[config.mk]
export PLATFORM = sky130hd
export DESIGN_NAME = decode_stage_flat
export DESIGN_NICKNAME = d
export VERILOG_FILES = /design/src/rtl/decode_stage_if.sv /design/src/rtl/decode_stage.sv /design/src/flat_wrapper.sv
export SDC_FILE = /design/constraint.sdc
export NUM_CORES = 1
export LEC_CHECK = 0
export CAP_MARGIN = 20
export CORE_ASPECT_RATIO = 0.8
export CORE_UTILIZATION = 46
export DETAILED_ROUTE_END_ITERATION = 7
export PLACE_DENSITY = 0.73
export SLEW_MARGIN = 5
export SYNTH_ARGS = -nofsm -noshare
export SYNTH_HDL_FRONTEND = slang
export SYNTH_SLANG_ARGS = --single-unit
[constraint.sdc]
create_clock -name clk -period 1.8 [get_ports clk]
set_input_delay 0.45 -clock clk [delete_from_list [all_inputs] [get_ports clk]]
set_output_delay 0.45 -clock clk [all_outputs]
set_load 0.05 [all_outputs]
[src/rtl/decode_stage_if.sv]
// Handshake and decoded-field bundle between fetch, the decode stage and execute.
// The slave modport is the decode stage's view; master is the surrounding pipeline's view.
interface decode_stage_if #(
    parameter int unsigned IW   = 8,
    parameter int unsigned OPW  = 3,
    parameter int unsigned RDW  = 2,
    parameter int unsigned SRCW = 3,
    parameter int unsigned DW   = 8
);
    logic            in_valid;
    logic            in_ready;
    logic [IW-1:0]   in_instr;
    logic            out_valid;
    logic            out_ready;
    logic [OPW-1:0]  out_opcode;
    logic [RDW-1:0]  out_rd;
    logic [SRCW-1:0] out_src;
    logic [DW-1:0]   out_imm;
    logic            out_long;

    modport master (
        output in_valid, in_instr, out_ready,
        input  in_ready, out_valid, out_opcode, out_rd, out_src, out_imm, out_long
    );

    modport slave (
        input  in_valid, in_instr, out_ready,
        output in_ready, out_valid, out_opcode, out_rd, out_src, out_imm, out_long
    );
endinterface

[src/rtl/decode_stage.sv]
// Registered valid/ready instruction decode stage with optional short-immediate sign
// extension and a two-word long-immediate form introduced by EXT_OPCODE.
module decode_stage #(
    parameter int unsigned   IW         = 8,
    parameter int unsigned   OPW        = 3,
    parameter int unsigned   RDW        = 2,
    parameter int unsigned   SRCW       = 3,
    parameter int unsigned   DW         = 8,
    parameter logic [OPW-1:0] EXT_OPCODE = OPW'(3'b111),
    parameter bit            SIGN_EXT   = 1'b0
) (
    input  logic           clk,
    input  logic           rst_n,
    input  logic           flush,
    decode_stage_if.slave  bus
);

    typedef enum logic {S_FIRST, S_EXT} state_e;

    state_e          state_q, state_d;
    logic [OPW-1:0]  pend_op_q, pend_op_d;
    logic [RDW-1:0]  pend_rd_q, pend_rd_d;
    logic [SRCW-1:0] pend_src_q, pend_src_d;

    logic            out_valid_q, out_valid_d;
    logic [OPW-1:0]  out_op_q, out_op_d;
    logic [RDW-1:0]  out_rd_q, out_rd_d;
    logic [SRCW-1:0] out_src_q, out_src_d;
    logic [DW-1:0]   out_imm_q, out_imm_d;
    logic            out_long_q, out_long_d;

    logic [OPW-1:0]  f_op;
    logic [RDW-1:0]  f_rd;
    logic [SRCW-1:0] f_src;
    logic [DW-1:0]   short_imm;
    logic            in_ready_c;
    logic            accept;
    logic            load;

    assign f_op  = bus.in_instr[IW-1 -: OPW];
    assign f_rd  = bus.in_instr[SRCW +: RDW];
    assign f_src = bus.in_instr[SRCW-1:0];

    // Short immediate widened to DW, sign- or zero-extended by build option
    always_comb begin
        short_imm = DW'(f_src);
        if (SIGN_EXT) begin
            short_imm = {{(DW-SRCW){f_src[SRCW-1]}}, f_src};
        end
    end

    assign in_ready_c = rst_n && !flush && (!out_valid_q || bus.out_ready);
    assign accept     = bus.in_valid && in_ready_c;

    // Next-state and output-register load decisions
    always_comb begin
        state_d     = state_q;
        pend_op_d   = pend_op_q;
        pend_rd_d   = pend_rd_q;
        pend_src_d  = pend_src_q;
        out_op_d    = out_op_q;
        out_rd_d    = out_rd_q;
        out_src_d   = out_src_q;
        out_imm_d   = out_imm_q;
        out_long_d  = out_long_q;
        out_valid_d = out_valid_q;
        load        = 1'b0;

        if (flush) begin
            state_d     = S_FIRST;
            pend_op_d   = '0;
            pend_rd_d   = '0;
            pend_src_d  = '0;
            out_valid_d = 1'b0;
        end else begin
            if (accept) begin
                unique case (state_q)
                    S_FIRST: begin
                        if (f_op == EXT_OPCODE) begin
                            pend_op_d  = f_op;
                            pend_rd_d  = f_rd;
                            pend_src_d = f_src;
                            state_d    = S_EXT;
                        end else begin
                            load       = 1'b1;
                            out_op_d   = f_op;
                            out_rd_d   = f_rd;
                            out_src_d  = f_src;
                            out_imm_d  = short_imm;
                            out_long_d = 1'b0;
                        end
                    end
                    S_EXT: begin
                        // Second word is pure immediate data, never an opcode
                        load       = 1'b1;
                        out_op_d   = pend_op_q;
                        out_rd_d   = pend_rd_q;
                        out_src_d  = pend_src_q;
                        out_imm_d  = DW'(bus.in_instr);
                        out_long_d = 1'b1;
                        state_d    = S_FIRST;
                    end
                    default: state_d = S_FIRST;
                endcase
            end

            if (load) begin
                out_valid_d = 1'b1;
            end else if (bus.out_ready) begin
                out_valid_d = 1'b0;
            end
        end
    end

    // State and pipeline registers, synchronous active-low reset
    always_ff @(posedge clk) begin
        if (!rst_n) begin
            state_q     <= S_FIRST;
            pend_op_q   <= '0;
            pend_rd_q   <= '0;
            pend_src_q  <= '0;
            out_valid_q <= 1'b0;
            out_op_q    <= '0;
            out_rd_q    <= '0;
            out_src_q   <= '0;
            out_imm_q   <= '0;
            out_long_q  <= 1'b0;
        end else begin
            state_q     <= state_d;
            pend_op_q   <= pend_op_d;
            pend_rd_q   <= pend_rd_d;
            pend_src_q  <= pend_src_d;
            out_valid_q <= out_valid_d;
            out_op_q    <= out_op_d;
            out_rd_q    <= out_rd_d;
            out_src_q   <= out_src_d;
            out_imm_q   <= out_imm_d;
            out_long_q  <= out_long_d;
        end
    end

    assign bus.in_ready   = in_ready_c;
    assign bus.out_valid  = out_valid_q;
    assign bus.out_opcode = out_op_q;
    assign bus.out_rd     = out_rd_q;
    assign bus.out_src    = out_src_q;
    assign bus.out_imm    = out_imm_q;
    assign bus.out_long   = out_long_q;

endmodule

[src/flat_wrapper.sv]
// flat-port wrapper written by rule: the top's interface ports become plain ports
module decode_stage_flat 
#(
    parameter int unsigned   IW         = 8,
    parameter int unsigned   OPW        = 3,
    parameter int unsigned   RDW        = 2,
    parameter int unsigned   SRCW       = 3,
    parameter int unsigned   DW         = 8,
    parameter logic [OPW-1:0] EXT_OPCODE = OPW'(3'b111),
    parameter bit            SIGN_EXT   = 1'b0
)
  (clk, rst_n, flush, bus_in_valid, bus_in_instr, bus_out_ready, bus_in_ready, bus_out_valid, bus_out_opcode, bus_out_rd, bus_out_src, bus_out_imm, bus_out_long);
  decode_stage_if #(.IW(IW), .OPW(OPW), .RDW(RDW), .SRCW(SRCW), .DW(DW)) bus_i ();
  input  logic clk;
  input  logic rst_n;
  input  logic flush;
  input wire logic [$bits(bus_i.in_valid)-1:0] bus_in_valid;
  input wire logic [$bits(bus_i.in_instr)-1:0] bus_in_instr;
  input wire logic [$bits(bus_i.out_ready)-1:0] bus_out_ready;
  output wire logic [$bits(bus_i.in_ready)-1:0] bus_in_ready;
  output wire logic [$bits(bus_i.out_valid)-1:0] bus_out_valid;
  output wire logic [$bits(bus_i.out_opcode)-1:0] bus_out_opcode;
  output wire logic [$bits(bus_i.out_rd)-1:0] bus_out_rd;
  output wire logic [$bits(bus_i.out_src)-1:0] bus_out_src;
  output wire logic [$bits(bus_i.out_imm)-1:0] bus_out_imm;
  output wire logic [$bits(bus_i.out_long)-1:0] bus_out_long;
  assign bus_i.in_valid = bus_in_valid;
  assign bus_i.in_instr = bus_in_instr;
  assign bus_i.out_ready = bus_out_ready;
  assign bus_in_ready = bus_i.in_ready;
  assign bus_out_valid = bus_i.out_valid;
  assign bus_out_opcode = bus_i.out_opcode;
  assign bus_out_rd = bus_i.out_rd;
  assign bus_out_src = bus_i.out_src;
  assign bus_out_imm = bus_i.out_imm;
  assign bus_out_long = bus_i.out_long;
  decode_stage #(.IW(IW), .OPW(OPW), .RDW(RDW), .SRCW(SRCW), .DW(DW), .EXT_OPCODE(EXT_OPCODE), .SIGN_EXT(SIGN_EXT)) u_core (.clk(clk), .rst_n(rst_n), .flush(flush), .bus(bus_i));
endmodule
==> results by stage <==
Run status:
- The run finished with clean final reports.

Drt:
- The vias per cell is 4.86.
- The total length of routed wires is 2.49 mm.
- The met3 routed wirelength is 114 um.
- The routed length on met1 is 1.17 mm.
- The highest signal layer in the routed design is met4.
- The routed design uses 1.16 mm of met2 wire.
- The post-route antenna net violation count is 0.
- For this run, the detailed router's first-pass iteration total came to 4.
- The number of design rule violations left after detail routing is 0.
- In the final routed layout, each cell accounts on average for 12.8 um.
- The total number of vias is 942.
- After the first detailed-routing iteration, the DRC count stood at 34.

Die:
- For this configuration, the core starts out at a cell density of 0.512.
- Measured along the x axis, the die boundary spans 58.2 um.
- The area enclosed by the die boundary is 2740 um^2.
- The die outline height is 47.0 um.
- The core region is 2270 um^2.
- The floorplan has 15 rows.
- The total I/O pin count is 32.

Logic synthesis:
- A synthesized cell averages 10.1 um^2.
- Of the total synthesized cell area, the portion taken by XOR and XNOR cells is 0.
- For this run, the register share of the synthesized area comes to 0.465.
- The number of flip-flops and latches in the synthesized netlist is 27.
- For this run, the number of Yosys warnings is 0.
- The share of synthesized area in the top cell type comes to 0.465.
- The portion of netlist area occupied by mux cells is 0.242.
- The unique cell type count in the Yosys netlist is 21.
- The largest family of logic cells by synthesized area is multiplexers.
- In the synthesized netlist the dominant register cell turns out to be sky130_fd_sc_hd__dfxtp_1.
- In this run the cell area of the synthesized design comes to 1160 um^2.
- The synthesized-area fraction occupied by ao, oa, aoi and oai cells is 0.0602.
- Of all flip-flops after synthesis, the portion carrying an async set or reset was 0.
- The number of nets handed over by synthesis was 128.
- The synthesized-area fraction occupied by adder cells is 0.
- The count of mapped cells out of synthesis is 115.
- sky130_fd_sc_hd__dfxtp_1 takes more of the synthesized area than any other cell.
- The simple-gate area share of the yosys netlist is 0.153.
- The number of enable-type register cells in the synthesized netlist is 0.
- After synthesis, the cell types taking the most area are sky130_fd_sc_hd__dfxtp_1, sky130_fd_sc_hd__mux2i_1, sky130_fd_sc_hd__nand2_1.

STA:
- The routed design could run at a clock period as short as 1.77 ns.
- The number of endpoints with negative hold slack in the final report was 0.
- The slew at the pin with the worst max-slew slack is 0.357 ns.
- The worst pin sits at a relative slew slack of 0.759.
- The final worst-path cycle share is 0.983.
- The count of final max-slew check failures is 0.
- The clock skew after layout is 0.00197 ns.
- The highest clock rate is 565 MHz.
- Adding up every negative setup slack in the final design gives 0 ns.
- The number of setup violations in the final report is 0.
- On the final layout, the worst hold slack is 0.467 ns.

Min path:
- In this run the most critical hold path is launched from u_core.bus.out_imm[3]$_SDFFE_PN0P_.
- The worst min-delay path category is reg2reg.

Placement:
- Detailed placement finished with a half-perimeter wire length of 1.81 mm.
- The weighted congestion reported at the end of routability-driven placement is 0.872.
- The number of instances in the placed design is 189.
- The number of buffers inserted by port buffering is 31.
- The placed instance area is 1550 um^2.

Run:
- The total of max-cap violations is 0.

Power and ir drop:
- VDD sags by at most 0.000604 V.
- Power spread over the standard cell area amounts to 682 nW/um^2.
- The total leakage power is 0.781 nW.

Global route:
- The first global-routing pass estimated 3.93 mm of wire.
- The initial antenna violation count came to 0.
- The via count of the first global-routing pass came to 863.
- The leftover overflow at the end of global routing is 0.
- The pin count of the biggest net entering global routing is 17.
- The global-route total usage across every layer is 0.201.

Critical path:
- The highest fanout seen on the critical path is 4.
- Following the worst setup path forward leads to its endpoint at bus_in_ready.
- The nature of the critical path endpoint is an output pin.
- The most critical setup path has its startpoint at bus_out_ready.
- Across all register-to-register paths, the minimum setup slack is 0.46 ns.
- The startpoint type of the worst setup path is a primary input.
- The required time of the critical path is 1.35 ns.
- The endpoint of the lowest-slack register-to-register path is u_core.pend_src_q[0]$_SDFFE_PP0P_.
- The source of the worst register-to-register timing path is u_core.bus.out_valid$_SDFFE_PP0P_.
- The type of the worst setup path is in2out.
- The number of cells traversed by the worst register-to-register path is 3.
- At the worst endpoint, the arrival time is 1.32 ns.

Finish:
- The area growth from synthesis to layout is 37.0%.
- The top cell types in the final layout, fill and taps aside, are sky130_fd_sc_hd__buf_4, sky130_fd_sc_hd__mux2i_1, sky130_fd_sc_hd__dfxtp_1.
- After routing the design area is 1590 um^2.
- Fill cells in the final layout number 186.
- The final standard cell count with taps included and fillers excluded is 194.
- The antenna diode count is 0.
- The library cell used most frequently in the layout, excluding fill and tap cells, is sky130_fd_sc_hd__buf_4.
- In the final layout, the share of cells above drive strength 1 is 0.294.
- For this run, the post-layout net count is 174.
- The post-route core utilization is 0.702.

Clock network:
- The longest clock path from root to sink contains 2 buffers.
- CTS built an H-tree with a depth of 1.
- The clock net in this run drives a total of 27 sinks.
- After clock tree synthesis, the clock-pin slew on the worst setup and hold paths is 0.14 ns.
- The total clock buffers created by CTS is 3.
- The count of hold buffers inserted by post-cts repair is 0.
- The clock reaches the later pin of the worst-skew pair after 0.33 ns.
- CTS placed an instance of sky130_fd_sc_hd__clkbuf_4 at the clock tree root.
- The clock tree from TritonCTS is built.
-- how the worst min path moves through the flow --
| stage | endpoint | slack (ns) | cells past startpoint |
|---|---|---|---|
| after floorplan | u_core.pend_op_q[2]$_SDFFE_PP0P_ | 0.44 | 1 |
| after global placement | u_core.bus.out_opcode[2]$_SDFFE_PN0P_ | 0.43 | 2 |
| after detailed placement | u_core.bus.out_opcode[2]$_SDFFE_PN0P_ | 0.45 | 2 |
| after CTS | u_core.bus.out_imm[3]$_SDFFE_PN0P_ | 0.47 | 2 |
| after global routing | u_core.bus.out_rd[1]$_SDFFE_PN0P_ | 0.49 | 2 |
| final | u_core.bus.out_imm[3]$_SDFFE_PN0P_ | 0.47 | 2 |
-- kinds of logic after synthesis --
group / Yosys count
AO/OA/AOI/OAI: 10
AND/OR/NAND/NOR: 34
flip-flops: 27
buffers and inverters: 16
multiplexers: 28
-- synth_stat cells (all sizes together), types with 2 or more instances --
| cell | instances |
|---|---|
| dfxtp | 27 |
| mux2i | 27 |
| nand2 | 25 |
| inv | 8 |
| buf | 6 |
| a21oi | 3 |
| o21a | 3 |
| clkbuf | 2 |
| nand2b | 2 |
| nor2b | 2 |
| o31ai | 2 |
-- final cells by class --
cell class | instances | area [um^2] | area share
inverters | 8 | 30.0 | 0.0188
clock inverters | 1 | 5.00 | 0.00314
multi-input cells | 72 | 544 | 0.341
clock buffers | 3 | 22.5 | 0.0141
repair buffers | 49 | 409 | 0.257
flip-flops and latches | 27 | 541 | 0.339
well taps | 34 | 42.5 | 0.0267
-- worst max-delay path, stage by stage --
cell and delay, ns:
sky130_fd_sc_hd__clkdlybuf4s50_1 0.52, sky130_fd_sc_hd__nor2b_4 0.07, sky130_fd_sc_hd__nor2_4 0.13, sky130_fd_sc_hd__buf_12 0.14
-- repair_timing --
| item | 4_1_cts | 5_1_grt |
|---|---|---|
| gates resized for setup | 3 | 1 |
| setup endpoints to repair | 1 | 1 |
| hold endpoints to repair | 0 | 0 |
| setup buffers | 0 | 1 |
| pin swaps | 0 | 1 |
-- layer usage --
layer,track usage,vias to the layer above
met5,0,-
met3,0.0579,6
met1,0.260,429
met4,0.0762,0
li1,-,480
met2,0.326,27
-- through the flow --
step	total power (W)	setup slack (ns)
finish	0.00109	0.0312
floorplan	0.000742	0.156
global route	0.00113	-0.00423
global placement	0.000825	-0.185
CTS	0.00109	0.00560
detailed placement	0.000827	-0.244
-- flip-flops by register name, summed over array words and instances, names as in the netlist --
name	flops
u_core.bus.out_imm	8
u_core.bus.out_opcode	3
u_core.bus.out_src	3
u_core.pend_op_q	3
u_core.pend_src_q	3
u_core.bus.out_rd	2
u_core.pend_rd_q	2
u_core.bus.out_long	1
u_core.bus.out_valid	1
u_core.state_q	1
-- power by group --
part	internal, W	leakage [nW]	switching [W]
sequential	0.000613	0.219	0.00000726
clock	0.0000838	0.0177	0.000185
combinational	0.0000866	0.545	0.000111
Power figures use the tool's default switching activity.
==> edit, RTL diff (same flow settings) <==
`SIGN_EXT` is set to 1'b0 in 2 places; all go to 1'b1.
--- a/src/rtl/decode_stage.sv
+++ b/src/rtl/decode_stage.sv
@@ -9,3 +9,3 @@
     parameter logic [OPW-1:0] EXT_OPCODE = OPW'(3'b111),
-    parameter bit            SIGN_EXT   = 1'b0
+    parameter bit            SIGN_EXT   = 1'b1
 ) (
--- a/src/flat_wrapper.sv
+++ b/src/flat_wrapper.sv
@@ -9,3 +9,3 @@
     parameter logic [OPW-1:0] EXT_OPCODE = OPW'(3'b111),
-    parameter bit            SIGN_EXT   = 1'b0
+    parameter bit            SIGN_EXT   = 1'b1
 )
Behaviour: not the same (Yosys sat finds a counterexample within 4 cycles, from zero or initial values and one cycle with rst_n low).
==> edit against the unedited design <==
  * Sequential cell count stayed put
  * Area after synthesis grew 1.4%
  * Worst setup slack better by 20 ps
  * Combinational power grew 20%
  * Final area shrank 0.78%
  * Routed wire length fell by 3.9%
  * Clock skew increased by 3.2 ps
  * Power is 3.5% higher
==> edit: results <==
# TYPE chip_impl_metric gauge
chip_impl_metric{name="yosys.cell_types.count",unit=""} 22
chip_impl_metric{name="drt-initial-drc-count",unit=""} 20
chip_impl_metric{name="track_usage",unit="%"} 17.5
chip_impl_metric{name="reg2reg_depth",unit=""} 5
chip_impl_info{name="run_status",value="complete, no violations"} 1
chip_impl_info{name="synth.top_cells.by_area",value="dfxtp_1, mux2i_1, nand2_1"} 1
chip_impl_metric{name="final_net_count",unit=""} 170
chip_impl_metric{name="met2_usage",unit="%"} 31.3
chip_impl_info{name="worst_hold_startpoint",value="u_core.bus.out_opcode[0]$_SDFFE_PN0P_"} 1
chip_impl_metric{name="totalPowerFinal",unit="mW"} 1.12
chip_impl_metric{name="wl_per_cell",unit="µm"} 12.5
chip_impl_metric{name="grt_first_pass_wirelength",unit="µm"} 3460
chip_impl_metric{name="ir_worst_vdd",unit="V"} 0.000505
chip_impl_info{name="worst_setup_path_start",value="flush"} 1
chip_impl_metric{name="n_fill_cell",unit=""} 234
chip_impl_metric{name="post-dp-hpwl",unit="µm"} 1800
chip_impl_metric{name="ys_seq_area_share",unit="%"} 45.8
chip_impl_metric{name="layout-drive-gt1-share",unit="%"} 26.3
chip_impl_metric{name="reg_power_share",unit="%"} 56.0
chip_impl_metric{name="clk_skew",unit="ps"} 5.19
chip_impl_metric{name="cts.repair.resized",unit=""} 4
chip_impl_metric{name="peak_fanout_along_the_critical_path",unit=""} 3
chip_impl_metric{name="max-slew-margin-rel",unit="%"} 78.2
chip_impl_metric{name="power.static_leakage",unit="nW"} 0.742
chip_impl_metric{name="diode_insertion_count_for_antenna_repair",unit=""} 0
chip_impl_metric{name="vias_in_the_first_global_route",unit=""} 797
chip_impl_metric{name="gr-usage-met3",unit="%"} 6.06
chip_impl_metric{name="share_comb_of_total_power",unit="%"} 21.1
chip_impl_metric{name="grt_start_max_net_pins",unit=""} 15
chip_impl_metric{name="dr_total_vias",unit=""} 919
chip_impl_metric{name="groute.layer.met1.usage",unit="%"} 20.5
chip_impl_metric{name="ff2ff_setup_slack",unit="ps"} 340
chip_impl_metric{name="sw_frac_of_total",unit="%"} 28.6
chip_impl_info{name="commonest_cells_in_the_synthesized_netlist",value="dfxtp_1, mux2i_1, nand2_1"} 1
==> edit: per-stage QoR <==
stage / instances / hold slack [ps] / instance area, µm² / setup slack [ps] / TNS [ps]
floorplan: 115 / 434 / 1180 / 166 / 0
global placement: 186 / 433 / 1540 / -69.5 / -305
detailed placement: 186 / 450 / 1540 / -147 / -1190
CTS: 191 / 471 / 1570 / 32.6 / 0
global route: 192 / 484 / 1580 / 2.97 / 0
finish: 192 / 461 / 1580 / 51.5 / 0
==> edit: metal layers <==
layer | routed length [µm] | vias up
li1 | - | 472
met1 | 1090 | 422
met2 | 1170 | 23
met3 | 125 | 2
met4 | 12 | 0
met5 | 0 | -
==> edit: kinds of logic after synthesis <==
group                  Yosys count  synth area share (%)
DFF                             27                  45.8
buffers and inverters           13                  7.10
AOI/OAI and AO/OA               14                  7.21
muxes                           28                  23.9
and+or+nand+nor                 33                  16.0
==> edit: how the worst min path moves through the flow <==
stage / to / cells past startpoint
2_1_floorplan: u_core.pend_rd_q[0]$_SDFFE_PP0P_ / 2
3_3_place_gp: u_core.bus.out_opcode[0]$_SDFFE_PN0P_ / 2
3_5_place_dp: u_core.bus.out_opcode[0]$_SDFFE_PN0P_ / 2
4_1_cts: u_core.bus.out_opcode[0]$_SDFFE_PN0P_ / 2
5_1_grt: u_core.bus.out_opcode[0]$_SDFFE_PN0P_ / 2
6_report: u_core.bus.out_opcode[0]$_SDFFE_PN0P_ / 2
==> edit: cell type report <==
cell class,instances,area [µm²],area share (%)
Sequential cell,27,541,34.2
Timing Repair Buffer,44,383,24.2
Clock buffer,4,26.3,1.66
Tap cell,36,45.0,2.85
Multi-Input combinational cell,75,564,35.7
Inverter,6,22.5,1.42
==> edit: critical path, cell delays in order <==
cell             delay [ps]
clkdlybuf4s50_1         430
nand2b_4                170
nor2_4                  100
buf_12                  140
